`config.mk`:
```
export PLATFORM = sky130hd
export DESIGN_NAME = func_unit
export DESIGN_NICKNAME = d
export VERILOG_FILES = /design/src/rtl/func_unit.sv
export SDC_FILE = /design/constraint.sdc
export NUM_CORES = 1
export LEC_CHECK = 0
export ABC_AREA = 1
export CAP_MARGIN = 20
export CORE_MARGIN = 5
export CORE_UTILIZATION = 42
export CTS_CLUSTER_SIZE = 24
export DETAILED_ROUTE_END_ITERATION = 8
export PLACE_DENSITY = 0.62
export REMOVE_ABC_BUFFERS = 1
export SYNTH_ARGS = -nofsm -noshare
export SYNTH_HDL_FRONTEND = slang
export SYNTH_SLANG_ARGS = --single-unit
```
`constraint.sdc`:
```
create_clock -name CLK -period 4.4 [get_ports CLK]
set_clock_uncertainty 0.1 [all_clocks]
set_input_delay 0.88 -clock CLK [delete_from_list [all_inputs] [get_ports CLK]]
set_output_delay 0.88 -clock CLK [all_outputs]
set_load 0.05 [all_outputs]
```
`src/rtl/func_unit.sv`:
```
// Register-file function unit: single-cycle ALU/shift ops plus a
// WIDTH-cycle shift-and-add unsigned multiplier sharing one result register.
module func_unit #(
  parameter int WIDTH = 16
) (
  input  logic             CLK,
  input  logic             RESET,
  input  logic [WIDTH-1:0] A,
  input  logic [WIDTH-1:0] B,
  input  logic [3:0]       FS,
  input  logic             START,
  output logic [WIDTH-1:0] F,
  output logic             V,
  output logic             C,
  output logic             N,
  output logic             Z,
  output logic             BUSY,
  output logic             DONE
);

  typedef enum logic {IDLE, MUL} state_t;

  localparam int CNT_W = (WIDTH > 1) ? $clog2(WIDTH) : 1;
  localparam logic [3:0] FS_MUL = 4'b1111;

  state_t               state_reg;
  logic [WIDTH-1:0]     f_reg;
  logic                 v_reg, c_reg, n_reg, z_reg, busy_reg, done_reg;
  logic [2*WIDTH-1:0]   acc_reg, mcand_reg;
  logic [WIDTH-1:0]     mplier_reg;
  logic [CNT_W-1:0]     count_reg;

  logic [WIDTH-1:0]     b_op;
  logic                 cin;
  logic [WIDTH:0]       sum;
  logic [WIDTH-1:0]     alu_f;
  logic                 alu_v, alu_c;
  logic [2*WIDTH-1:0]   addend, acc_next;
  logic                 prod_hi_nz;

  // Second adder operand and carry-in for the arithmetic group.
  always_comb begin
    b_op = '0;
    cin  = 1'b0;
    unique case (FS[2:0])
      3'b000: ;
      3'b001: cin = 1'b1;
      3'b010: b_op = B;
      3'b011: begin b_op = B;  cin = 1'b1; end
      3'b100: b_op = ~B;
      3'b101: begin b_op = ~B; cin = 1'b1; end
      3'b110: b_op = '1;
      3'b111: ;
    endcase
    sum = {1'b0, A} + {1'b0, b_op} + {{WIDTH{1'b0}}, cin};
  end

  always_comb begin
    alu_f = '0;
    alu_v = 1'b0;
    alu_c = 1'b0;
    if (!FS[3]) begin
      alu_f = sum[WIDTH-1:0];
      alu_c = sum[WIDTH];
      alu_v = (A[WIDTH-1] == b_op[WIDTH-1]) && (sum[WIDTH-1] != A[WIDTH-1]);
    end else begin
      unique case (FS[2:0])
        3'b000: alu_f = A & B;
        3'b001: alu_f = A | B;
        3'b010: alu_f = A ^ B;
        3'b011: alu_f = ~A;
        3'b100: alu_f = B;
        3'b101: begin alu_f = B >> 1; alu_c = B[0];       end
        3'b110: begin alu_f = B << 1; alu_c = B[WIDTH-1]; end
        3'b111: ;
      endcase
    end
  end

  // Partial product for this step: the shifted multiplicand gated by the
  // current multiplier LSB.
  generate
    for (genvar gi = 0; gi < 2*WIDTH; gi++) begin : g_addend
      assign addend[gi] = mcand_reg[gi] & mplier_reg[0];
    end
  endgenerate

  assign acc_next   = acc_reg + addend;
  assign prod_hi_nz = |acc_next[2*WIDTH-1:WIDTH];

  always_ff @(posedge CLK) begin
    if (!RESET) begin
      state_reg  <= IDLE;
      f_reg      <= '0;
      v_reg      <= 1'b0;
      c_reg      <= 1'b0;
      n_reg      <= 1'b0;
      z_reg      <= 1'b0;
      busy_reg   <= 1'b0;
      done_reg   <= 1'b0;
      acc_reg    <= '0;
      mcand_reg  <= '0;
      mplier_reg <= '0;
      count_reg  <= '0;
    end else begin
      done_reg <= 1'b0;
      unique case (state_reg)
        IDLE: begin
          if (START) begin
            if (FS == FS_MUL) begin
              state_reg  <= MUL;
              busy_reg   <= 1'b1;
              acc_reg    <= '0;
              mcand_reg  <= {{WIDTH{1'b0}}, A};
              mplier_reg <= B;
              count_reg  <= '0;
            end else begin
              f_reg    <= alu_f;
              v_reg    <= alu_v;
              c_reg    <= alu_c;
              n_reg    <= alu_f[WIDTH-1];
              z_reg    <= (alu_f == '0);
              done_reg <= 1'b1;
            end
          end
        end
        MUL: begin
          acc_reg    <= acc_next;
          mcand_reg  <= mcand_reg << 1;
          mplier_reg <= mplier_reg >> 1;
          // The accumulator stays internal; F only ever sees the final product.
          if (count_reg == CNT_W'(WIDTH-1)) begin
            f_reg     <= acc_next[WIDTH-1:0];
            v_reg     <= 1'b0;
            c_reg     <= prod_hi_nz;
            n_reg     <= acc_next[WIDTH-1];
            z_reg     <= (acc_next[WIDTH-1:0] == '0);
            done_reg  <= 1'b1;
            busy_reg  <= 1'b0;
            state_reg <= IDLE;
          end else begin
            count_reg <= count_reg + 1'b1;
          end
        end
      endcase
    end
  end

  assign F    = f_reg;
  assign V    = v_reg;
  assign C    = c_reg;
  assign N    = n_reg;
  assign Z    = z_reg;
  assign BUSY = busy_reg;
  assign DONE = done_reg;

endmodule

```
==> results.md, run 1 <==
* Num rows at 54
* Crit-path slowest cell: clkdlybuf4s50_1
* Mean number of vias per cell at 5.16
* Delay-heaviest family, CP: simple AND/OR/NAND/NOR gates
* Final net count at 1738
* PD cells at 232 nW/um^2
* Final Wtd Congestion at 0.950
* FF-to-FF Start: mplier_reg[0]
* Die area at 25200 um^2
* Multi-input gate area at 6050 um^2
* Post-CTS setup buffer count at 0
* Drt pass-1 iters at 5
* Cells after Synth at 1582
* Final Cycle Share at 87.9%
* Dpl hpwl at 23.9 mm
* Max stage delay on crit path at 0.61 ns
* Mux share of post-synthesis cell area at 0%
* Outcome: completed
* # Max-Cap Violations at 0
* TritonCTS clock tree: yes
* Slew Viols, Final at 0
* Routed via count at 9805
* Post-route insts no fill at 1902
* Clock Power Share at 34.3%
* R2R cell count at 21
* Sequential fraction of design power at 41.3%
* Largest net degree at the start of global routing at 79
* Post-synthesis adder-cell area fraction at 11.3%
* CTS Root Cell: clkbuf_16
* Hold Path Class: reg -> reg
* Wire length per cell at 15.8 um
* Grt total ovfl at 0
* First-pass GRT wire length at 48.2 mm
* Avg Cell Area, Syn at 5.88 um^2
* Synth Area in Simple Gates at 35.9%
* Max-Slew Margin vs Limit at 37.0%
* Worst Hold Launch: mcand_reg[31]
* Die Width at 159 um
* Startpoint types: primary input
* Core footprint at 21800 um^2
* Async SR Flop Fraction at 0%
* Xor/xnor share of the synthesized area at 1.51%
* Number of synthesized flops with an enable pin at 0
* Number of global-route vias before repair at 9485
* Cell Area, Synth at 9300 um^2
* Post-cts hold buffer count at 0
* Switch share at 33.9%
* Buf/Inv on CP at 5
* Clock latency on the worst-skew pair at 0.36 ns
* Synth cell types at 43
* RSZ-0062 raised after global routing: no
* Largest family of logic cells by synthesized area: simple AND/OR/NAND/NOR gates
* Die Y-Extent at 159 um
* Initial detailed-routing violation count at 560
* TritonCTS Buffers at 9
* Worst Path Arrival at 4.06 ns
* Design area at 10400 um^2
* Synth area leader: nand2_1
* # fillers at 2384
* Clock buffer depth at 2
* Fin worst setup slack at 0.534 ns
* Power, Total at 2.42 mW
* Setup TNS at 0 ns
* Hold endpoint: mcand_reg[31]
* Final setup vio count at 0
* Top_reg_cell synth: dfxtp_1
* CP cell instances: clkdlybuf4s50_1 -> nand2_1 -> nor2_2 -> inv_2 -> nand2_1 -> inv_1 -> o21ai_0 -> fa_1 -> inv_1 -> fa_1 -> inv_1 -> nand3_1 -> nand2_1 -> nand2_1 -> nand2_1 -> nand3_1 -> nand2_1 -> nand2_1 -> nand2_1 -> a21oi_1 -> o21ai_0 -> nand2_1 -> a21oi_1
* Final hold vios at 0
* Internal at 1.60 mW
* Placed Cells at 1886
* Final min period at 3.87 ns
* Starting Density at 42.6%
* CP Max Fanout at 6
* Clock Sinks at 106
* Ant. Diodes at 0
* Antenna-violating nets left at 0
* Nature of the critical path endpoint: flip-flop
* Share of the synthesized area in the top cell type at 23.5%
* Synth top cells by count: nand2_1, inv_1, a21oi_1, nor2_1, dfxtp_1
* Register area share after synthesis at 22.8%
* Share of layout cells above drive strength 1 at 4.07%
* Pre-CTS setup slack at 0.166 ns
* DR DRC count at 0
* Worst Tran Pin Value at 0.944 ns
* Core Util, Final at 47.8%
* CTS clk-pin slew, worst paths at 0.08 ns
* Storage cell area at 2120 um^2
* Flop-to-flop setup slack at 1.17 ns
* I/O pins at 61
* Comb pwr share at 24.4%
* Synth Area in Compound Gates at 16.3%
* Antenna violations before repair at 0
* Fmax at 259 MHz
* Synth area leaders: nand2_1, dfxtp_1, ha_1
* CP most frequent cell: nand2_1
* Critical path type: in -> reg
* Worst vdd ir at 0.190 mV
* P_sw at 820 uW
* Most numerous cell in the Yosys netlist: nand2_1
* Total GRT Usage at 23.0%
* Port-buffer cells at 60
* Placed Area at 10100 um^2
* Reg2reg end: C
* Post-CTS sizing at 0
* Number of synthesized register bits at 106
* Worst path required time at 4.59 ns
* Hold_ws at 0.364 ns
* Yosys warnings at 0
* Syn-to-layout area delta at 12.2%
* Total routed wirelength at 30.0 mm
* CTS H-tree depth at 3
* Hold Crit Depth at 2
* Pleak at 5.22 nW
## cell usage in the layout (no fill, tap or decap), drive strengths merged, types with 21 or more instances in the layout
master           n
inv            228
buf             21
ha              79
dfxtp          106
nor2           119
nand3           67
clkdlybuf4s50   60
a21oi          129
nand2          585
o21ai           59
o22ai           25
a31oi           34
## cells by family (layout without fill, tap and decap cells)
kind of cell	count (synthesis)	in the layout
AOI/OAI and AO/OA	274	274
xor gates and xnor gates	16	16
adders and majority gates	82	82
buffers and inverters	283	323
DFF	106	106
and+or+nand+nor	821	821
## area by class of cell
| type | count | share of cell area (%) |
|---|---|---|
| Clock inverter | 6 | 0.540 |
| Timing Repair Buffer | 81 | 7.27 |
| Sequential cell | 106 | 20.4 |
| Multi-Input combinational cell | 1193 | 58.0 |
| Clock buffer | 10 | 2.29 |
| Tap cell | 280 | 3.36 |
| Inverter | 226 | 8.16 |
## worst max-delay path by stage
stage	startpoint	to	slack, ns	cells past startpoint
final	FS[1]	C	0.53	23
after global routing	FS[1]	Z	0.13	23
after CTS	FS[1]	C	0.53	23
after detailed placement	FS[1]	C	0.17	23
after global placement	FS[1]	Z	0.24	22
after floorplan	state_reg	count_reg[1]	0.20	7
## layer usage
metal  routed length, um  up-vias  GRT usage [%]  part of all wire, %
met5                   0        -              0                    0
met1               13100     4423           28.1                   44
met4                 940        0           8.10                  3.1
met2               14800      202           41.7                   49
met3                1110       50           2.49                  3.7
li1                    -     5130              -                    -
## power groups by stage
stage	sequential (mW)	combinational (mW)	clock (mW)
2_1_floorplan	1.08	0.302	0
3_3_place_gp	1.02	0.586	0
3_5_place_dp	1.02	0.587	0
4_1_cts	0.998	0.589	0.855
5_1_grt	1.00	0.654	0.893
6_report	0.998	0.589	0.828
## tightest hold or removal path, cell delays in order (launching register included)
cell,delay [ns]
dfxtp_1,0.31
nand2_1,0.06
a21oi_1,0.05
Note: power is estimated with default switching activity, not from simulation.
==> inputs of run 2 (changes only) <==
--- a/config.mk
+++ b/config.mk
@@ -11,8 +11,10 @@
 export CORE_UTILIZATION = 42
 export CTS_CLUSTER_SIZE = 24
 export DETAILED_ROUTE_END_ITERATION = 8
+export HOLD_SLACK_MARGIN = 0.15
 export PLACE_DENSITY = 0.62
 export REMOVE_ABC_BUFFERS = 1
 export SYNTH_ARGS = -nofsm -noshare
 export SYNTH_HDL_FRONTEND = slang
 export SYNTH_SLANG_ARGS = --single-unit
+export TNS_END_PERCENT = 50
==> constraint.sdc (replaced) <==
create_clock -name CLK -period 5 [get_ports CLK]
set_clock_uncertainty 0.1 [all_clocks]
set_input_delay 1 -clock CLK [delete_from_list [all_inputs] [get_ports CLK]]
set_output_delay 1 -clock CLK [all_outputs]
set_load 0.05 [all_outputs]
==> results.md, run 2 (synthesis gave the netlist of run 1 again) <==
* Outcome: completed (unchanged)
* Dpl hpwl at 23.5 mm (was 23.9 mm)
* Fmax at 241 MHz
* Die Y-Extent at 159 um (unchanged)
* Hold endpoint: mplier_reg[13] (was mcand_reg[31])
* PD cells at 212 nW/um^2 (was 232 nW/um^2)
* Pre-CTS setup slack at 0.476 ns (was 0.166 ns)
* Clock buffer depth at 2 (unchanged)
* Total GRT Usage at 23.1% (was 23.0%)
* CP cell instances: clkdlybuf4s50_1 -> nand2_1 -> nor2_2 -> inv_2 -> nand2_1 -> inv_1 -> o21ai_0 -> fa_1 -> inv_1 -> fa_1 -> inv_1 -> nand3_1 -> nand2_1 -> nand2_1 -> nand2_1 -> nand3_1 -> nand2_1 -> nand2_1 -> nand3_1 -> nand2_1 -> nor2_1 -> nand4_1 -> a21oi_1 (was clkdlybuf4s50_1 -> nand2_1 -> nor2_2 -> inv_2 -> nand2_1 -> inv_1 -> o21ai_0 -> fa_1 -> inv_1 -> fa_1 -> inv_1 -> nand3_1 -> nand2_1 -> nand2_1 -> nand2_1 -> nand3_1 -> nand2_1 -> nand2_1 -> nand2_1 -> a21oi_1 -> o21ai_0 -> nand2_1 -> a21oi_1)
* Worst Path Arrival at 4.34 ns (was 4.06 ns)
* Post-CTS setup buffer count at 0 (unchanged)
* Antenna violations before repair at 0 (unchanged)
* Buf/Inv on CP at 5 (unchanged)
* Fin worst setup slack at 0.845 ns (was 0.534 ns)
* Placed Area at 10100 um^2 (about the same)
* Antenna-violating nets left at 0 (unchanged)
* Clock Sinks at 106 (unchanged)
* TritonCTS clock tree: yes (unchanged)
* Placed Cells at 1882 (was 1886)
* Ant. Diodes at 0 (unchanged)
* Nature of the critical path endpoint: flip-flop (unchanged)
* Routed via count at 9802 (was 9805)
* Hold Path Class: reg -> reg (unchanged)
* Flop-to-flop setup slack at 1.76 ns (was 1.17 ns)
* Largest net degree at the start of global routing at 79 (unchanged)
* DR DRC count at 0 (unchanged)
* Final hold vios at 0 (unchanged)
* R2R cell count at 21 (unchanged)
* Leading cell type in the layout, fill and taps excluded: nand2_1 (unchanged)
* Setup TNS at 0 ns (unchanged)
* Post-cts hold buffer count at 0 (unchanged)
* Drt pass-1 iters at 5 (unchanged)
* Initial detailed-routing violation count at 671 (was 560)
* Final Cycle Share at 83.1%
* CTS clk-pin slew, worst paths at 0.07 ns (was 0.08 ns)
* Mean number of vias per cell at 5.16 (about the same)
* CP most frequent cell: nand2_1 (unchanged)
* Final setup vio count at 0 (unchanged)
* Worst Hold Launch: mplier_reg[13] (was mcand_reg[31])
* Slew Viols, Final at 0 (unchanged)
* Max-Slew Margin vs Limit at 36.0% (was 37.0%)
* Hold_ws at 0.369 ns (was 0.364 ns)
* Final Wtd Congestion at 0.988 (was 0.950)
* FF-to-FF Start: mplier_reg[0] (unchanged)
* Delay-heaviest family, CP: simple AND/OR/NAND/NOR gates (unchanged)
* CTS H-tree depth at 3 (unchanged)
* TritonCTS Buffers at 9 (unchanged)
* Critical path type: in -> reg (unchanged)
* Final min period at 4.16 ns
* Die area at 25200 um^2 (unchanged)
* Grt total ovfl at 0 (unchanged)
* Reg2reg end: C (unchanged)
* I/O pins at 61 (unchanged)
* Wire length per cell at 15.9 um (was 15.8 um)
* Post-CTS sizing at 0 (unchanged)
* CP Max Fanout at 9 (was 6)
* Startpoint types: primary input (unchanged)
* Num rows at 54 (unchanged)
* Max stage delay on crit path at 0.72 ns (was 0.61 ns)
* CTS Root Cell: clkbuf_16 (unchanged)
* Final net count at 1734 (was 1738)
* Post-route insts no fill at 1898 (was 1902)
* Design area at 10400 um^2 (about the same)
* Share of layout cells above drive strength 1 at 3.77% (was 4.07%)
* Clock latency on the worst-skew pair at 0.35 ns (was 0.36 ns)
* Most frequent cells in the layout: nand2_1, inv_1, a21oi_1, nor2_1, dfxtp_1 (unchanged)
* RSZ-0062 raised after global routing: no (unchanged)
* Worst path required time at 5.19 ns (was 4.59 ns)
* Crit-path slowest cell: clkdlybuf4s50_1 (unchanged)
* Core footprint at 21800 um^2 (unchanged)
* Hold Crit Depth at 2 (unchanged)
* Port-buffer cells at 60 (unchanged)
* Total routed wirelength at 30.1 mm (was 30.0 mm)
* Worst vdd ir at 0.160 mV (was 0.190 mV)
* Starting Density at 42.6% (unchanged)
* Worst Tran Pin Value at 0.961 ns (was 0.944 ns)
* Number of global-route vias before repair at 9407 (was 9485)
* Syn-to-layout area delta at 12.2% (about the same)
* # Max-Cap Violations at 0 (unchanged)
* Die Width at 159 um (unchanged)
* Pleak at 5.22 nW (about the same)
* First-pass GRT wire length at 48.4 mm (was 48.2 mm)
[run 2: cell count changes in the layout (fill, tap and decap cells not counted), sizes merged]
cell / delta
inv: -3
clkinvlp: -1
bufinv: +2
clkbuf: +2
buf: -4
[run 2: cell type report]
cell class                 count  area, um^2
fill                        2373       11400
clock buffer                  12         256
timing repair buffer          77         728
inverter                     226         851
multi-input combinational   1193        6050
sequential                   106        2120
clock inverter                 4        73.8
tap                          280         350
[run 2: report_power, final]
| part | internal [mW] | switching [mW] |
|---|---|---|
| registers | 0.863 | 0.0152 |
| clock network | 0.468 | 0.345 |
| logic | 0.175 | 0.340 |
[run 2: through the flow]
| stage | util (%) | power (mW) |
|---|---|---|
| after floorplan | - | 1.22 |
| after global placement | 46.3 | 1.41 |
| after detailed placement | 46.3 | 1.41 |
| after CTS | 47.8 | 2.23 |
| after global routing | 47.8 | 2.32 |
| final | 47.8 | 2.21 |
[run 2: how the worst max path moves through the flow]
stage                   start      endpoint  slack, ns  cells past startpoint
detailed placement      FS[1]             Z       0.48                     23
CTS                     FS[1]             Z       0.85                     23
global placement        FS[1]             Z       0.56                     23
floorplan           state_reg  count_reg[1]       0.80                      7
finish                  FS[1]             Z       0.84                     23
global route            FS[1]             Z       0.48                     23
[run 2: routing by layer]
| metal | GRT usage, % | wire length, um | vias to the layer above |
|---|---|---|---|
| met1 | 27.6 | 13100 | 4474 |
| met3 | 2.62 | 819 | 44 |
| met2 | 42.9 | 15300 | 183 |
| met4 | 7.08 | 905 | 0 |
| li1 | - | - | 5101 |
| met5 | 0 | 0 | - |
[run 2: worst register-to-register path: cells and delay by family, from the launching register on]
kind / cells / cell delay, ns
adder cells (fa/ha/maj): 2 / 0.70
AO/OA/AOI/OAI: 1 / 0.05
AND/OR/NAND/NOR: 16 / 1.62
flip-flops: 1 / 0.31
buffers and inverters: 2 / 0.30
